$ cat config.mk
export PLATFORM = sky130hd
export DESIGN_NAME = seq_detector_param
export DESIGN_NICKNAME = d
export VERILOG_FILES = /design/src/rtl/seq_det_pkg.sv /design/src/rtl/seq_detector_param_sat_counter.sv /design/src/rtl/seq_detector_param.sv
export SDC_FILE = /design/constraint.sdc
export NUM_CORES = 1
export LEC_CHECK = 0
export CORE_UTILIZATION = 50
export DETAILED_ROUTE_END_ITERATION = 6
export PLACE_DENSITY = 0.77
export SETUP_SLACK_MARGIN = 0.2
export SLEW_MARGIN = 20
export SYNTH_ARGS = -nofsm -noshare
export SYNTH_HDL_FRONTEND = slang
export SYNTH_HIERARCHICAL = 1
export SYNTH_SLANG_ARGS = --single-unit
$ cat constraint.sdc
create_clock -name clk -period 2.45 [get_ports clk]
set_input_delay 0.49 -clock clk [delete_from_list [all_inputs] [get_ports clk]]
set_output_delay 0.49 -clock clk [all_outputs]
set_load 0.005 [all_outputs]
$ cat src/rtl/seq_det_pkg.sv
// Shared definitions for the parametrised serial sequence detector.
//   state_t   : detector FSM states (FILL while the history is incomplete,
//               ARMED once PAT_W valid bits are held)
//   clog2     : ceiling log2, used to size the fill counter
//   PAT_W_MIN / PAT_W_MAX : supported pattern length range
package seq_det_pkg;

    localparam int PAT_W_MIN = 2;
    localparam int PAT_W_MAX = 16;

    typedef enum logic {
        FILL  = 1'b0,
        ARMED = 1'b1
    } state_t;

    function automatic int clog2(input int value);
        int result;
        int v;
        result = 0;
        v      = value - 1;
        while (v > 0) begin
            result = result + 1;
            v      = v >> 1;
        end
        return result;
    endfunction

endpackage

$ cat src/rtl/seq_detector_param_sat_counter.sv
// Saturating up-counter used for the match count.
// Ports:
//   i_clk   : clock, rising edge
//   i_rst_n : synchronous active-low reset (count -> 0)
//   i_inc   : add one unless already at all-ones
//   i_clr   : synchronous clear, wins over i_inc
//   o_cnt   : current count, holds at 2^W-1 without wrapping
module sat_counter
    import seq_det_pkg::*;
#(
    parameter int W = 8
) (
    input  logic         i_clk,
    input  logic         i_rst_n,
    input  logic         i_inc,
    input  logic         i_clr,
    output logic [W-1:0] o_cnt
);

    logic [W-1:0] r_cnt;

    always_ff @(posedge i_clk) begin
        if (!i_rst_n || i_clr) begin
            r_cnt <= '0;
        end else if (i_inc && (r_cnt != '1)) begin
            r_cnt <= r_cnt + 1'b1;
        end
    end

    assign o_cnt = r_cnt;

endmodule

$ cat src/rtl/seq_detector_param.sv
// Parametrised serial bit-pattern detector.
// Scans the qualified serial stream for a runtime-programmed PAT_W-bit
// pattern (pattern[PAT_W-1] is the first bit received), with overlapping or
// non-overlapping detection, a registered one-cycle match pulse and a
// saturating match counter.
// Optional build macro: SEQDET_MASK_EN adds a per-bit don't-care mask.
// Ports:
//   clk        : clock, rising edge
//   rst_n      : synchronous active-low reset
//   cfg_load   : latch pattern/overlap_en (and mask), flush history/count
//   pattern    : pattern to match (sampled on cfg_load only)
//   overlap_en : 1 = overlapping, 0 = non-overlapping (sampled on cfg_load)
//   mask       : (SEQDET_MASK_EN only) 0 bits are don't-care
//   in_valid   : qualifies in
//   in         : serial data bit
//   out        : match pulse, one cycle after the completing bit
//   match_cnt  : saturating match count since reset/cfg_load
//   armed      : history holds PAT_W valid bits
module seq_detector_param
    import seq_det_pkg::*;
#(
    parameter int PAT_W = 4,
    parameter int CNT_W = 8
) (
    input  logic             clk,
    input  logic             rst_n,
    input  logic             cfg_load,
    input  logic [PAT_W-1:0] pattern,
    input  logic             overlap_en,
`ifdef SEQDET_MASK_EN
    input  logic [PAT_W-1:0] mask,
`endif
    input  logic             in_valid,
    input  logic             in,
    output logic             out,
    output logic [CNT_W-1:0] match_cnt,
    output logic             armed
);

    localparam int                FILL_W    = clog2(PAT_W + 1);
    localparam logic [FILL_W-1:0] FILL_FULL = FILL_W'(PAT_W);
    localparam logic [FILL_W-1:0] FILL_LAST = FILL_W'(PAT_W - 1);

    if (PAT_W < PAT_W_MIN || PAT_W > PAT_W_MAX) begin : g_bad_pat_w
        $error("seq_detector_param: PAT_W out of supported range");
    end

    state_t             r_state;
    state_t             w_state_nxt;
    logic [PAT_W-1:0]   r_hist;
    logic [PAT_W-1:0]   w_hist_nxt;
    logic [PAT_W-1:0]   r_pat;
    logic               r_ovl;
    logic               r_out;
    logic [FILL_W-1:0]  r_fill;
    logic [FILL_W-1:0]  w_fill_nxt;
    logic [PAT_W-1:0]   w_win;
    logic [PAT_W-1:0]   w_mask;
    logic               w_fill_ok;
    logic               w_match;

`ifdef SEQDET_MASK_EN
    logic [PAT_W-1:0]   r_mask;

    always_ff @(posedge clk) begin
        if (!rst_n) begin
            r_mask <= '1;
        end else if (cfg_load) begin
            r_mask <= mask;
        end
    end

    assign w_mask = r_mask;
`else
    assign w_mask = '1;
`endif

    // Window as it will look once the current bit is shifted in.
    assign w_win     = {r_hist[PAT_W-2:0], in};
    // The current bit completes a full window when fill is already PAT_W-1
    // (or saturated at PAT_W).
    assign w_fill_ok = (r_fill >= FILL_LAST);
    // cfg_load discards the bit presented in the same cycle.
    assign w_match   = in_valid && !cfg_load && w_fill_ok &&
                       (((w_win ^ r_pat) & w_mask) == '0);

    always_comb begin
        w_state_nxt = r_state;
        w_fill_nxt  = r_fill;
        w_hist_nxt  = r_hist;
        if (cfg_load) begin
            w_state_nxt = FILL;
            w_fill_nxt  = '0;
            w_hist_nxt  = '0;
        end else if (in_valid) begin
            w_hist_nxt = w_win;
            if (w_match && !r_ovl) begin
                // Non-overlap: the matched bits may not be reused.
                w_fill_nxt  = '0;
                w_state_nxt = FILL;
            end else begin
                if (r_fill != FILL_FULL) begin
                    w_fill_nxt = r_fill + 1'b1;
                end
                case (r_state)
                    FILL:    if (r_fill == FILL_LAST) w_state_nxt = ARMED;
                    ARMED:   w_state_nxt = ARMED;
                    default: w_state_nxt = FILL;
                endcase
            end
        end
    end

    always_ff @(posedge clk) begin
        if (!rst_n) begin
            r_state <= FILL;
            r_fill  <= '0;
            r_hist  <= '0;
            r_pat   <= '0;
            r_ovl   <= 1'b1;
            r_out   <= 1'b0;
        end else begin
            r_state <= w_state_nxt;
            r_fill  <= w_fill_nxt;
            r_hist  <= w_hist_nxt;
            r_out   <= w_match;
            if (cfg_load) begin
                r_pat <= pattern;
                r_ovl <= overlap_en;
            end
        end
    end

    sat_counter #(
        .W (CNT_W)
    ) u_match_cnt (
        .i_clk   (clk),
        .i_rst_n (rst_n),
        .i_inc   (w_match),
        .i_clr   (cfg_load),
        .o_cnt   (match_cnt)
    );

    assign out   = r_out;
    assign armed = (r_state == ARMED);

endmodule

==> results of run 1 <==
sequential cells by signal, indices dropped and copies added (netlist names):
signal	cells
armed	1
out	1
r_fill	3
r_hist	3
r_ovl	1
r_pat	4
u_match_cnt/o_cnt	8
worst max-delay path: stages (launching register included):
cell and delay (ns):
dfxtp_1 0.43, ha_1 0.18, ha_1 0.18, a211oi_2 0.06, nor4b_4 0.28, and2_1 0.28
nand4_1 0.17, a211oi_2 0.25, mux2i_1 0.20
per-layer routing:
layer / GRT usage / vias up / wire [um]
li1: - / 439 / -
met1: 0.258 / 423 / 968
met2: 0.389 / 16 / 1130
met3: 0.0604 / 6 / 63
met4: 0.0889 / 0 / 29
met5: 0 / - / 0
synthesized netlist by cell type, types with 2 or more instances:
| cell type | instances | area [um2] |
|---|---|---|
| dfxtp_1 | 21 | 420 |
| mux2i_1 | 11 | 110 |
| nor2b_1 | 8 | 50.1 |
| a21oi_1 | 7 | 35.0 |
| nand2_1 | 6 | 22.5 |
| a311oi_1 | 5 | 43.8 |
| ha_1 | 4 | 50.1 |
| inv_1 | 4 | 15.0 |
| nand2b_1 | 4 | 25.0 |
| nor2_1 | 4 | 15.0 |
| xor2_1 | 4 | 35.0 |
| and4_1 | 3 | 26.3 |
| a211oi_2 | 2 | 25.0 |
| a21boi_2 | 2 | 22.5 |
| a31oi_1 | 2 | 12.5 |
| and3_1 | 2 | 12.5 |
| o21ai_0 | 2 | 10.0 |
layout make-up:
| class | count | area (um2) | area share |
|---|---|---|---|
| Multi-Input combinational cell | 78 | 606 | 0.456 |
| Sequential cell | 21 | 420 | 0.316 |
| Timing Repair Buffer | 24 | 228 | 0.171 |
| Tap cell | 27 | 33.8 | 0.0254 |
| Clock buffer | 4 | 26.3 | 0.0198 |
| Inverter | 4 | 15.0 | 0.0113 |
kinds of logic after synthesis:
family          after synthesis  share of synthesized area
compound gates               22                      0.157
flops                        21                      0.398
buf+inv                       6                     0.0296
mux                          11                      0.104
fa+ha+maj                     4                     0.0473
simple gates                 36                      0.222
xor+xnor                      5                     0.0414
where the power goes:
group / total (mW) / switching [mW] / internal, mW / leakage, nW
clock network: 0.166 / 0.103 / 0.0635 / 0.0150
logic: 0.0662 / 0.0293 / 0.0369 / 0.334
registers: 0.354 / 0.00587 / 0.348 / 0.170
total: 0.586 / 0.138 / 0.449 / 0.520
final timing paths:
check             startpoint              endpoint  cells after the start
setup / recovery   r_fill[0]  u_match_cnt/o_cnt[5]                      8
hold / removal         armed                 armed                      2
setup reg to reg   r_fill[0]  u_match_cnt/o_cnt[5]                      8
hold reg to reg        armed                 armed                      2
==> flow_metrics.py, run 1 <==
metrics = {
    "finish": {
        "final_cell_area_um2": 1330,
        "layout-drive-gt1-share": 0.122,
        "layout_common_cells": "21 x dfxtp_1, 19 x clkdlybuf4s50_1, 11 x mux2i_1, 8 x nor2b_1, 7 x a21oi_1",
        "fin_util": 0.670,
        "antenna_cells": 0,
        "area_growth_pct": 25.7,
        "finalNetCount": 146,
        "final_cells": 158,
        "final_common_cell": "dfxtp_1",
        "fillers": 152,
    },
    "synth": {
        "synthDistinctLibCells": 31,
        "synth_flop_cell": "dfxtp_1",
        "synth-edff-count": 0,
        "synth-seq-area-share": 0.398,
        "async_flop_share": 0,
        "synth_area_per_cell_um2": 10.1,
        "synth_seq_cells": 21,
        "synthCells": 105,
        "synthesis.nets": 119,
        "yosys_warnings": 6,
        "synth_area_um2": 1060,
    },
    "sta": {
        "rsz0062_at_grt": "false",
        "fin_tns_setup_ns": 0,
        "worst_slew_pin_slew_ns": 0.520,
        "slew_headroom": 0.652,
        "finalHoldWorstSlack_ns": 0.517,
        "hold_violations": 0,
        "period_needed_ns": 2.09,
        "skew_ns": 0.00310,
        "fin_crit_sh": 0.851,
        "worst_slack_ns": 0.365,
        "finalSetupViolCount": 0,
        "slew_viol_final": 0,
        "max_freq_ghz": 0.480,
    },
    "setup_path": {
        "cp-start-kind": "register",
        "end_kind": "register",
        "critical_path_arrival_ns": 2.33,
        "crit_fanout": 6,
        "rrSetupSlack_ns": 0.36,
        "crit_required_ns": 2.69,
        "crit_type": "reg2reg",
    },
    "clocking": {
        "cts_setup_buffers": 0,
        "ctsHoldBuffers": 0,
        "clockRootBuffer": "clkbuf_4",
        "clock-sinks": 21,
        "htree_num_levels": 1,
        "cts_tree": "done",
        "clkSlewWorstSetupHoldPaths_ns": 0.11,
        "clk_latency_ns": 0.30,
        "ctsLongestPathBuffers": 2,
        "post_cts_resized": 0,
        "numCtsBuffers": 3,
    },
    "run_status": {
        "outcome": "finished, final reports clean",
    },
    "die": {
        "row_count": 16,
        "die_h_um": 48.0,
        "core-area_um2": 1980,
        "io_pins": 20,
        "die_x_um": 48.0,
        "initial_utilization": 0.533,
        "die_area_um2": 2300,
    },
    "global_routing": {
        "grt.overflow.total": 0,
        "grt_first_pass_wirelength_mm": 3.51,
        "grtUsageTotal": 0.224,
        "antenna_found_initial": 0,
        "grt_pass1_vias": 828,
        "grt_max_degree": 12,
    },
    "pwr": {
        "ir_worst_vdd_uv": 398,
        "leakage_nw": 0.520,
        "power_density_nw_per_um2": 441,
        "finalPower_uw": 586,
    },
    "drt": {
        "firstDrtPassIters": 4,
        "ant_nets": 0,
        "drc": 0,
        "wl_per_cell_um": 13.9,
        "vias_per_cell": 5.59,
        "drt_iter0_markers": 14,
        "routed_wl_mm": 2.19,
        "dr_total_vias": 884,
    },
    "worst_hold_path": {
        "holdCritPathClass": "reg2reg",
    },
    "flow_run": {
        "cap_violations": 0,
    },
    "placement": {
        "place_area_um2": 1300,
        "place_congestion": 0.866,
        "place_hpwl_mm": 1.71,
        "dp.cells": 154,
        "dp_worst_setup_slack_ns": 0.197,
        "port_buffers": 19,
    },
}
No activity file was read; power rests on OpenSTA's default activity.
==> inputs of run 2 (changes only) <==
--- a/config.mk
+++ b/config.mk
@@ -5,9 +5,11 @@
 export SDC_FILE = /design/constraint.sdc
 export NUM_CORES = 1
 export LEC_CHECK = 0
-export CORE_UTILIZATION = 50
+export CELL_PAD_IN_SITES_DETAIL_PLACEMENT = 0
+export CELL_PAD_IN_SITES_GLOBAL_PLACEMENT = 1
+export CORE_UTILIZATION = 38
 export DETAILED_ROUTE_END_ITERATION = 6
-export PLACE_DENSITY = 0.77
+export PLACE_DENSITY_LB_ADDON = 0.1
 export SETUP_SLACK_MARGIN = 0.2
 export SLEW_MARGIN = 20
 export SYNTH_ARGS = -nofsm -noshare
==> flow_metrics.py, run 2 (synthesis gave the netlist of run 1 again) <==
metrics = {
    "clocking": {
        "post_cts_resized": 0,
        "clk_latency_ns": 0.30,
        "clock-sinks": 21,
        "clkSlewWorstSetupHoldPaths_ns": 0.12,
        "cts_tree": "done",
        "ctsLongestPathBuffers": 2,
        "ctsHoldBuffers": 0,
        "numCtsBuffers": 3,
        "htree_num_levels": 1,
        "clockRootBuffer": "clkbuf_4",
        "cts_setup_buffers": 0,
    },
    "setup_path": {
        "rrSetupSlack_ns": 0.40,
        "r2r_start": "r_fill[0]",
        "reg2reg_depth": 8,
        "crit_type": "reg2reg",
        "crit_required_ns": 2.69,
        "critical_path_arrival_ns": 2.28,
        "cp-start-kind": "register",
        "end_kind": "register",
        "r2r_end": "u_match_cnt/o_cnt[5]",
        "crit_fanout": 6,
        "cp-startpoint": "r_fill[0]",
    },
    "global_routing": {
        "grt_first_pass_wirelength_mm": 3.39,
        "grt.overflow.total": 0,
        "grt_pass1_vias": 784,
        "grt_max_degree": 12,
        "grtUsageTotal": 0.158,
        "antenna_found_initial": 0,
    },
    "finish": {
        "regArea_um2": 420,
        "layout-drive-gt1-share": 0.115,
        "fin_util": 0.521,
        "finalNetCount": 145,
        "largest_reg_flops": 8,
        "antenna_cells": 0,
        "final_cells": 160,
        "layout_common_cells": "21 x dfxtp_1, 19 x clkdlybuf4s50_1, 11 x mux2i_1, 8 x nor2b_1, 7 x a21oi_1",
        "multi_input_area_um2": 606,
        "final_common_cell": "dfxtp_1",
        "area_growth_pct": 25.3,
        "fillers": 247,
    },
    "placement": {
        "port_buffers": 19,
        "place_congestion": 0.774,
        "place_hpwl_mm": 1.57,
        "dp.cells": 156,
    },
    "sta": {
        "fin_tns_setup_ns": 0,
        "max_freq_ghz": 0.489,
        "rsz0062_at_grt": "false",
        "fin_crit_sh": 0.835,
        "slew_headroom": 0.645,
        "hold_violations": 0,
        "slew_viol_final": 0,
        "finalSetupViolCount": 0,
        "skew_ns": 0.00638,
        "finalHoldWorstSlack_ns": 0.525,
        "worst_slew_pin_slew_ns": 0.532,
        "period_needed_ns": 2.05,
    },
    "die": {
        "core-area_um2": 2540,
        "die_x_um": 54.7,
        "die_area_um2": 3000,
        "initial_utilization": 0.415,
        "die_h_um": 54.7,
        "row_count": 18,
        "io_pins": 20,
    },
    "worst_hold_path": {
        "holdCritPathClass": "reg2reg",
        "worstHoldStart": "u_match_cnt/o_cnt[1]",
        "holdPathEnd": "u_match_cnt/o_cnt[1]",
        "whs_path_depth": 2,
    },
    "pwr": {
        "power_density_nw_per_um2": 440,
        "leakage_nw": 0.515,
        "ir_worst_vdd_uv": 325,
    },
    "drt": {
        "ant_nets": 0,
        "vias_per_cell": 5.44,
        "drt_iter0_markers": 6,
        "dr_total_vias": 870,
        "routed_wl_mm": 2.05,
        "firstDrtPassIters": 6,
        "wl_per_cell_um": 12.8,
        "drc": 0,
    },
    "flow_run": {
        "cap_violations": 0,
    },
    "run_status": {
        "outcome": "finished, final reports clean",
    },
}
run 2: per-layer routing:
layer  GRT usage  up-vias  routed length (um)  part of all wire
met5           0        -                   0                 0
met4      0.0513        0                  12            0.0059
met3      0.0250        2                  69             0.034
met2       0.255       16                 968              0.47
met1       0.211      419                 998              0.49
li1            -      433                   -                 -
run 2: worst max path at each step:
| stage | cells past startpoint | end |
|---|---|---|
| after floorplan | 8 | u_match_cnt/o_cnt[5] |
| after global placement | 6 | u_match_cnt/o_cnt[5] |
| after detailed placement | 6 | u_match_cnt/o_cnt[5] |
| after CTS | 8 | u_match_cnt/o_cnt[5] |
| after global routing | 8 | u_match_cnt/o_cnt[5] |
| final | 8 | u_match_cnt/o_cnt[5] |
run 2: worst max-delay path, cell delays in order (launching register included):
cell and delay [ns]:
dfxtp_1 0.42, ha_1 0.18, ha_1 0.18, a211oi_2 0.06, nor4b_4 0.28, and2_1 0.26
nand4_1 0.15, a211oi_2 0.26, mux2i_1 0.20
run 2: layout make-up:
cell class	count	area share
multi-input combinational	78	0.457
tap	30	0.0283
sequential	21	0.317
inverter	4	0.0113
timing repair buffer	23	0.166
clock buffer	4	0.0198
run 2: metrics by stage:
step	total power, mW	area (um2)	setup WS, ns
finish	0.583	1330	0.403
global route	0.613	1330	0.223
floorplan	0.398	1060	0.521
detailed placement	0.427	1300	0.220
global placement	0.425	1300	0.254
CTS	0.590	1330	0.395
run 2: report_power, final:
group          leakage [nW]  internal, mW  switching (mW)
sequential            0.170         0.348         0.00532
combinational         0.330        0.0357          0.0286
clock                0.0150        0.0633           0.102
==> inputs of run 3 (changes only) <==
==> constraint.sdc (replaced) <==
create_clock -name clk -period 2.1 [get_ports clk]
set_input_delay 0.42 -clock clk [delete_from_list [all_inputs] [get_ports clk]]
set_output_delay 0.42 -clock clk [all_outputs]
set_load 0.005 [all_outputs]
==> flow_metrics.py, run 3 (synthesis gave the netlist of run 1 again) <==
metrics = {
    "run_status": {
        "outcome": "finished, final reports clean",
    },
    "sta": {
        "slew_headroom": 0.785,
        "max_freq_ghz": 0.543,
        "finalHoldWorstSlack_ns": 0.513,
        "period_needed_ns": 1.84,
        "fin_crit_sh": 0.877,
        "skew_ns": 0.00122,
        "finalSetupViolCount": 0,
        "slew_viol_final": 0,
        "fin_tns_setup_ns": 0,
        "hold_violations": 0,
        "worst_slack_ns": 0.259,
        "rsz0062_at_grt": "true",
        "worst_slew_pin_slew_ns": 0.322,
    },
    "setup_path": {
        "path_cells": "ha_4 -> ha_4 -> a211oi_4 -> nor4b_4 -> and2_4 -> nand4_1 -> a211oi_2 -> mux2i_1",
        "path_depth": 8,
        "critical_path_arrival_ns": 2.08,
        "slowest_delay_ns": 0.38,
        "crit_buf_inv": 0,
        "crit_fanout": 6,
        "cp-startpoint": "r_fill[1]",
        "rrSetupSlack_ns": 0.26,
        "r2r_start": "r_fill[1]",
        "crit_type": "reg2reg",
        "crit_top_cell": "ha_4",
        "crit_path_end": "u_match_cnt/o_cnt[5]",
        "crit_family": "simple AND/OR/NAND/NOR gates",
        "reg2reg_depth": 8,
        "r2r_end": "u_match_cnt/o_cnt[5]",
        "crit_path_top_delay_cell": "dfxtp_4",
        "end_kind": "register",
        "cp-start-kind": "register",
        "crit_required_ns": 2.34,
    },
    "pwr": {
        "ir_worst_vdd_uv": 300,
        "power_density_nw_per_um2": 489,
        "leakage_nw": 0.549,
    },
    "clocking": {
        "clockRootBuffer": "clkbuf_4",
        "clkSlewWorstSetupHoldPaths_ns": 0.12,
        "clock-sinks": 21,
        "htree_num_levels": 1,
        "ctsHoldBuffers": 0,
        "cts_tree": "done",
        "ctsLongestPathBuffers": 2,
        "numCtsBuffers": 3,
        "clk_latency_ns": 0.30,
    },
    "drt": {
        "drc": 0,
        "firstDrtPassIters": 4,
        "ant_nets": 0,
        "vias_per_cell": 5.18,
        "routed_wl_mm": 2.14,
        "dr_total_vias": 855,
        "wl_per_cell_um": 13.0,
        "drt_iter0_markers": 8,
    },
    "global_routing": {
        "grt_pass1_vias": 760,
        "antenna_found_initial": 0,
        "grt_max_degree": 13,
        "grt_first_pass_wirelength_mm": 3.30,
        "grt.overflow.total": 0,
        "grtUsageTotal": 0.161,
    },
    "die": {
        "die_x_um": 54.7,
        "initial_utilization": 0.415,
        "row_count": 18,
        "die_area_um2": 3000,
        "die_h_um": 54.7,
        "io_pins": 20,
        "core-area_um2": 2540,
    },
    "placement": {
        "place_hpwl_mm": 1.57,
        "place_congestion": 0.694,
        "port_buffers": 19,
        "place_area_um2": 1310,
        "dp_worst_setup_slack_ns": 0.0175,
    },
    "finish": {
        "antenna_cells": 0,
        "final_cell_area_um2": 1410,
        "final_common_cell": "clkdlybuf4s50_1",
        "layout_common_cells": "19 x clkdlybuf4s50_1, 18 x dfxtp_1, 11 x mux2i_1, 9 x buf_4, 8 x nor2b_1",
        "finalNetCount": 150,
        "layout-drive-gt1-share": 0.207,
        "largest_reg_flops": 8,
        "area_growth_pct": 33.1,
    },
    "flow_run": {
        "cap_violations": 0,
    },
    "worst_hold_path": {
        "holdCritPathClass": "reg2reg",
    },
}
run 3: cell types whose count changed in the layout (fill, tap and decap cells not counted), sizes merged:
cell,delta
clkbuf,-1
buf,+5
clkinv,+1
run 3: timing repair:
| item | 4_1_cts | 5_1_grt |
|---|---|---|
| gates resized for setup | 5 | 4 |
| buffers inserted | 3 | 1 |
| pin swaps | 3 | 5 |
| endpoints found under the setup margin | 4 | 4 |
run 3: power breakdown:
group / internal (mW) / total, mW / switching [mW]
registers: 0.406 / 0.411 / 0.00580
logic: 0.0450 / 0.0817 / 0.0366
clock network: 0.0710 / 0.195 / 0.124
total: 0.522 / 0.688 / 0.167
run 3: through the flow:
step	utilization	instances	total power [mW]
4_1_cts	0.541	164	0.695
2_1_floorplan	-	105	0.465
3_5_place_dp	0.515	157	0.500
5_1_grt	0.553	165	0.718
3_3_place_gp	0.515	157	0.498
6_report	0.553	165	0.688
run 3: final cells by class:
type                       count  area, um2
tap                           30       37.5
clock buffer                   3       22.5
multi-input combinational     78        643
clock inverter                 1       5.00
inverter                       4       15.0
fill                         248       1140
sequential                    21        427
timing repair buffer          28        258
run 3: worst min path at each step:
stage                    startpoint  cells past startpoint                    to
2_1_floorplan             r_hist[2]                      2             r_hist[2]
3_3_place_gp   u_match_cnt/o_cnt[1]                      2  u_match_cnt/o_cnt[1]
3_5_place_dp                  armed                      2                 armed
4_1_cts                       armed                      2                 armed
5_1_grt        u_match_cnt/o_cnt[1]                      2  u_match_cnt/o_cnt[1]
6_report                      armed                      2                 armed
run 3: layer usage:
metal | up-vias | track usage | wire length (um)
li1 | 443 | - | -
met1 | 391 | 0.214 | 1060
met2 | 19 | 0.251 | 991
met3 | 2 | 0.0250 | 70
met4 | 0 | 0.0769 | 20
met5 | - | 0 | 0
run 3: worst min-delay path: cells and delay by family, from the launching register on:
family / cells / cell delay [ns]
DFF: 1 / 0.33
AOI/OAI and AO/OA: 2 / 0.15
